===== src/rtl/shift_add_multiplier.sv =====
// shift_add_multiplier: sequential unsigned multiplier with a Start/Busy/Done
// handshake. One WIDTH-bit adder is reused over WIDTH clock cycles. Each
// iteration adds the multiplicand into the upper half of the accumulator when
// the current multiplier LSB is set, then shifts right and keeps the carry.
// Optional build macro: SHIFT_ADD_MULT_ZERO_SKIP_EN. When it is defined, a zero
// operand finishes in one cycle without entering RUN.
module shift_add_multiplier #(
  parameter int WIDTH = 4
) (
  input  logic               Clk,
  input  logic               Reset,
  input  logic               Start,
  input  logic [WIDTH-1:0]   A,
  input  logic [WIDTH-1:0]   B,
  output logic [2*WIDTH-1:0] Product,
  output logic               Busy,
  output logic               Done
);

  localparam int CW = $clog2(WIDTH + 1);
  localparam logic [CW-1:0] LAST = CW'(WIDTH - 1);

  localparam logic [1:0] IDLE = 2'd0;
  localparam logic [1:0] RUN  = 2'd1;
  localparam logic [1:0] DONE = 2'd2;

  logic [1:0]         state;
  logic [WIDTH-1:0]   mcand;
  logic [2*WIDTH-1:0] acc;
  logic [CW-1:0]      count;
  logic [WIDTH:0]     sum;
  logic [2*WIDTH-1:0] acc_next;
  logic               accept;
  logic               zero_op;

  // One partial-product step: conditional add into the upper half, then shift right with the carry.
  always_comb begin
    sum      = {1'b0, acc[2*WIDTH-1:WIDTH]} + {1'b0, (acc[0] ? mcand : {WIDTH{1'b0}})};
    acc_next = {sum, acc[WIDTH-1:1]};
    accept   = Start && ((state == IDLE) || (state == DONE));
`ifdef SHIFT_ADD_MULT_ZERO_SKIP_EN
    zero_op  = (A == '0) || (B == '0);
`else
    zero_op  = 1'b0;
`endif
  end

  // Control FSM, datapath registers and the registered result.
  always_ff @(posedge Clk or posedge Reset) begin
    if (Reset) begin
      state   <= IDLE;
      mcand   <= '0;
      acc     <= '0;
      count   <= '0;
      Product <= '0;
      Busy    <= 1'b0;
      Done    <= 1'b0;
    end else begin
      case (state)
        IDLE, DONE: begin
          Done <= 1'b0;
          if (accept) begin
            if (zero_op) begin
              Product <= '0;
              Done    <= 1'b1;
              Busy    <= 1'b0;
              state   <= DONE;
            end else begin
              mcand <= A;
              acc   <= {{WIDTH{1'b0}}, B};
              count <= '0;
              Busy  <= 1'b1;
              state <= RUN;
            end
          end else begin
            state <= IDLE;
          end
        end
        RUN: begin
          acc   <= acc_next;
          count <= count + 1'b1;
          if (count == LAST) begin
            Product <= acc_next;
            Done    <= 1'b1;
            Busy    <= 1'b0;
            state   <= DONE;
          end
        end
        default: begin
          state <= IDLE;
          Busy  <= 1'b0;
          Done  <= 1'b0;
        end
      endcase
    end
  end

endmodule


===== config.mk =====
export PLATFORM = sky130hd
export DESIGN_NAME = shift_add_multiplier
export DESIGN_NICKNAME = d
export VERILOG_FILES = /design/src/rtl/shift_add_multiplier.sv
export SDC_FILE = /design/constraint.sdc
export NUM_CORES = 1
export LEC_CHECK = 0
export ABC_CLOCK_PERIOD_IN_PS = 1900
export CELL_PAD_IN_SITES_DETAIL_PLACEMENT = 1
export CELL_PAD_IN_SITES_GLOBAL_PLACEMENT = 1
export CORE_UTILIZATION = 30
export DETAILED_ROUTE_END_ITERATION = 10
export MAX_ROUTING_LAYER = met4
export PLACE_DENSITY = 0.68
export SLEW_MARGIN = 5
export SYNTH_ARGS = -nofsm -noshare
export SYNTH_HDL_FRONTEND = slang
export SYNTH_SLANG_ARGS = --single-unit

===== constraint.sdc =====
create_clock -name Clk -period 1.9 [get_ports Clk]
set_input_delay 0.57 -clock Clk [delete_from_list [all_inputs] [get_ports Clk]]
set_output_delay 0.57 -clock Clk [all_outputs]
set_load 0.02 [all_outputs]

Yosys cells after proc, flatten, opt, wreduce, memory -nomap -nowiden
Cells that the tools add are included.
Widths: inputs -> output; s select.
{ "totals": {"ff_bits": 27, "wordCells": 36, "input_bits": 11, "out_inout_bits": 10} }
{ "classes": {"reduce_logical": 9, "eq_ne": 5, "add_sub_neg": 2, "n_mux": 13} }
{ "op_table": {"columns": ["operator", "n"], "rows": [
  ["$pmux 8 s2", 1],
  ["$mux 8", 1],
  ["$reduce_and 2->1", 4],
  ["$pmux 3 s2", 1],
  ["$add 4x4->5", 1],
  ["$mux 1", 5],
  ["$mux 4", 1],
  ["$ne 2x2->1 const B", 2],
  ["$pmux 2 s2", 1],
  ["$add 3x1->3 const B", 1],
  ["$eq 3x2->1 const B", 1],
  ["$mux 3", 1],
  ["$eq 2x1->1 const B", 1],
  ["$eq 2x2->1 const B", 1],
  ["$logic_not 2->1", 1],
  ["$mux 2", 1],
  ["$pmux 1 s2", 1],
  ["$reduce_bool 2->1", 1],
  ["$reduce_or 2->1", 1],
  ["$logic_and 1x1->1", 1],
  ["$logic_or 1x1->1", 1]
]} }

Logic depth before layout (Yosys ltp)
{ "depth": {"ltp_word": 5, "mapped_depth": 6, "depth_no_buf": 6} }

Least setup slack after synthesis
No wires, ideal clock.
{ "synth_path": {"path_kind": "reg-to-reg", "startpoint": "register acc[0]", "endpoint": "register acc[5]", "path_slack_ns": 0.077, "stages_incl_launch_ff": 7, "arrival_time_ns": 1.702, "t_required_ns": 1.779, "n_path_buf": 0, "path_cell_list": "dfrtp_1 > and2_1 > ha_1 > fa_1 > xor2_1 > mux2_2 > a22o_1"} }
{ "synth_via": {"elab_chain_len": 3} }
{ "synth_rtl": {"columns": ["element", "line_no", "source"], "rows": [
  ["start, declared", "29", "logic [2*WIDTH-1:0] acc;"],
  ["start signal, assigned", "70", "acc <= {{WIDTH{1'b0}}, B};"],
  ["start signal, assigned", "80", "acc <= acc_next;"],
  ["$mux 4", "38", "sum = {1'b0, acc[2*WIDTH-1:WIDTH]} + {1'b0, (acc[0] ? mcand : {WIDTH{1'b0}})};"],
  ["$add 4x4->5", "38", null],
  ["$pmux 8 s2", "59", "case (state)"]
]} }
Every way passes these cells.
A chain may end at the register's enable or synchronous reset.

Worst setup path after layout
{ "layout_path": {"startpoint": "register Product[7]", "endpoint": "output Product[7]"} }
{ "layout_lines": {"columns": ["element", "line_no", "source"], "rows": [
  ["start, declared", "15", "output logic [2*WIDTH-1:0] Product,"],
  ["start signal, assigned", "83", "Product <= acc_next;"]
]} }
No word-level cell between the ends.

==> flow_metrics.tcl <==
set metrics [dict create \
    dieArea_sq_um 4370 \
    antenna_left 0 \
    numCtsBuffers 3 \
    timing.setup.tns_ns 0 \
    grt_setup_unrepaired "no" \
    vias 893 \
    clock-sinks 27 \
    synthTopCellsByArea "dfrtp_1, ha_1, mux2_4, nand2_1, nor2_1" \
    p_total_mw 2.53 \
    pre_cts_ws_ns 0.0190 \
    routed_via_density 4.85 \
    grt_pass1_wl_mm 4.50 \
    crit_path_max_incr_delay_ns 0.61 \
    antenna_found_initial 0 \
    clockBufferDepth 2 \
    hold_viol_final 0 \
    crit_buf_inv 1 \
    fin_util 0.409 \
    ctsHoldBuffers 0 \
    worstSkewPairLatency_ns 0.27 \
    drive_gt1_frac 0.140 \
    cts_root_buf "clkbuf_8" \
    ys_seq_area_frac 0.548 \
    reg2reg_slack_ns 0.11 \
    drcViolationCount 0 \
    yosysMostFrequentCell "dfrtp_1" \
    ir_worst_vdd_uv 614 \
    fin_hold_ws_ns 0.479 \
    syn-instance-count 111 \
    hp-class "register to register" \
    path_depth 1 \
    cpLargestDelayFamily "buffers and inverters" \
    postLayoutCellArea_sq_um 1550 \
    path_clk_slew_ns 0.09 \
    layout.cells.non_filler 184 \
    critPathCapture "Product[7]" \
    overflow 0 \
    diodes 0 \
    synth_ff_type "dfrtp_1" \
    fill_cells 427 \
    setup_viol 0 \
    powerDensity_nw_per_um2 1630 \
    cts_tree "built" \
    max-slew-margin-rel 0.764 \
    status "finished, final reports clean" \
    grt_pass1_vias 960 \
    start_kind "register" \
    rr_startpoint "acc[0]" \
    synth_area_leader_cell "dfrtp_1" \
    start_util 0.325 \
    crit_path_end_kind "primary output" \
    die_w_um 66.1 \
    reg2reg_to "acc[5]" \
    drv_slew 0 \
    drt_wl_total_mm 2.60 \
    place_area_sq_um 1500 \
    crit_chain "clkdlybuf4s50_1" \
    ys_types 23 \
    ios 21 \
    slowest_stage "clkdlybuf4s50_1" \
    dr.first_iter.drc_count 16 \
    syn_to_final_growth_pct 26.0 \
    fin_skew_ns 0.00484 \
    cap_violations 0 \
    place_congestion 0.800 \
    crit_start "Product[7]" \
    grt_usage 0.144 \
    nNetsFinal 155 \
    ys_ff_latch 27 \
    die_y_um 66.1 \
    dr.pass1.iters 2 \
    path_max_fanout 2 \
    layout_setup_ws_ns 0.0805 \
    syn_nets 129 \
    wl_per_cell_um 14.1 \
    crit_arrival_ns 1.25 \
    dpl.cell_count 180 \
    grt_max_degree 28 \
    syn_avg_cell_area_sq_um 11.1 \
    required_ns 1.33 \
    core_area_sq_um 3800 \
    synth_warnings 0 \
    post-route-period-util 0.958 \
    synth_common_cells "dfrtp_1, nand2_1, nor2_1" \
    synth_edf_count 0 \
    fin_crit_ns 1.82 \
    place.port_buffers 20 \
    rows 22 \
    netlist_area_sq_um 1230 \
    tightestPinTransition_ns 0.354 \
    fmax_mhz 550 \
    crit_type "register to primary output" \
    htree_num_levels 1 \
    async_flop_share 1.00 \
    dpl.hpwl_mm 2.00 \
    worstRegToRegCells 6 \
    synth_top_area_frac 0.548 \
    p_leak_nw 0.753 \
]
-- sequential cells by signal, indices dropped and copies added (netlist names) --
name,count
count,3
mcand,4
Product,8
Busy,1
Done,1
acc,8
state,2
-- metal layers --
metal / track usage / wire length (um)
met5: - / 0
met2: 0.246 / 1390
met1: 0.168 / 1100
met4: 0.0426 / 31
met3: 0.0310 / 80
-- where the power goes --
| part | switching (mW) | internal [mW] |
|---|---|---|
| Sequential | 0.169 | 0.824 |
| Clock | 0.170 | 0.150 |
| Combinational | 0.596 | 0.622 |
-- worst min-delay path by stage --
| stage | to | startpoint | cells past startpoint | slack, ns |
|---|---|---|---|---|
| detailed placement | mcand[0] | mcand[0] | 2 | 0.46 |
| global placement | mcand[0] | mcand[0] | 2 | 0.46 |
| finish | mcand[3] | mcand[3] | 2 | 0.48 |
| global route | mcand[3] | mcand[3] | 2 | 0.51 |
| CTS | mcand[0] | mcand[0] | 2 | 0.48 |
| floorplan | mcand[0] | mcand[0] | 2 | 0.44 |
-- worst reg2reg max path: stages, from the launching register on --
cell     delay (ns)
dfrtp_1        0.40
and2_1         0.15
ha_2           0.19
fa_2           0.37
xor2_1         0.16
mux2_2         0.26
a22o_1         0.17
-- timing repair --
action,in CTS,in global routing
setup endpoints to repair,0,4
buffers inserted,0,0
resized for setup,0,2
-- cell type report --
cell class / instances / area [sq um] / area share
Tap cell: 48 / 60.1 / 0.0386
Sequential cell: 27 / 676 / 0.435
Timing Repair Buffer: 24 / 230 / 0.148
Multi-Input combinational cell: 78 / 532 / 0.342
Inverter: 3 / 11.3 / 0.00725
Clock buffer: 4 / 45.0 / 0.0290
-- kinds of logic (layout without fill, tap and decap cells) --
family | count (synthesis) | count (layout) | synth area share
adders and majority gates | 7 | 7 | 0.0771
xor gates and xnor gates | 2 | 2 | 0.0142
DFF | 27 | 27 | 0.548
AOI/OAI and AO/OA | 20 | 20 | 0.0994
buffers and inverters | 6 | 31 | 0.0253
and+or+nand+nor | 41 | 41 | 0.148
muxes | 8 | 8 | 0.0882
-- placed cells by master, fill, tap and decap left out --
cell type,n
mux2_2,3
mux2_4,5
nand2_2,1
and2_1,5
clkbuf_8,3
nand2b_1,1
clkdlybuf4s50_1,20
a21oi_1,2
inv_1,3
o21ai_0,8
a21o_1,2
fa_2,1
and2b_2,1
or2b_1,1
buf_4,4
clkbuf_1,1
xor2_1,2
nor2b_1,1
dfrtp_1,27
ha_1,5
ha_2,1
nor2_1,12
o22ai_1,5
a22o_1,3
nand2_1,19
Power figures use the tool's default switching activity.
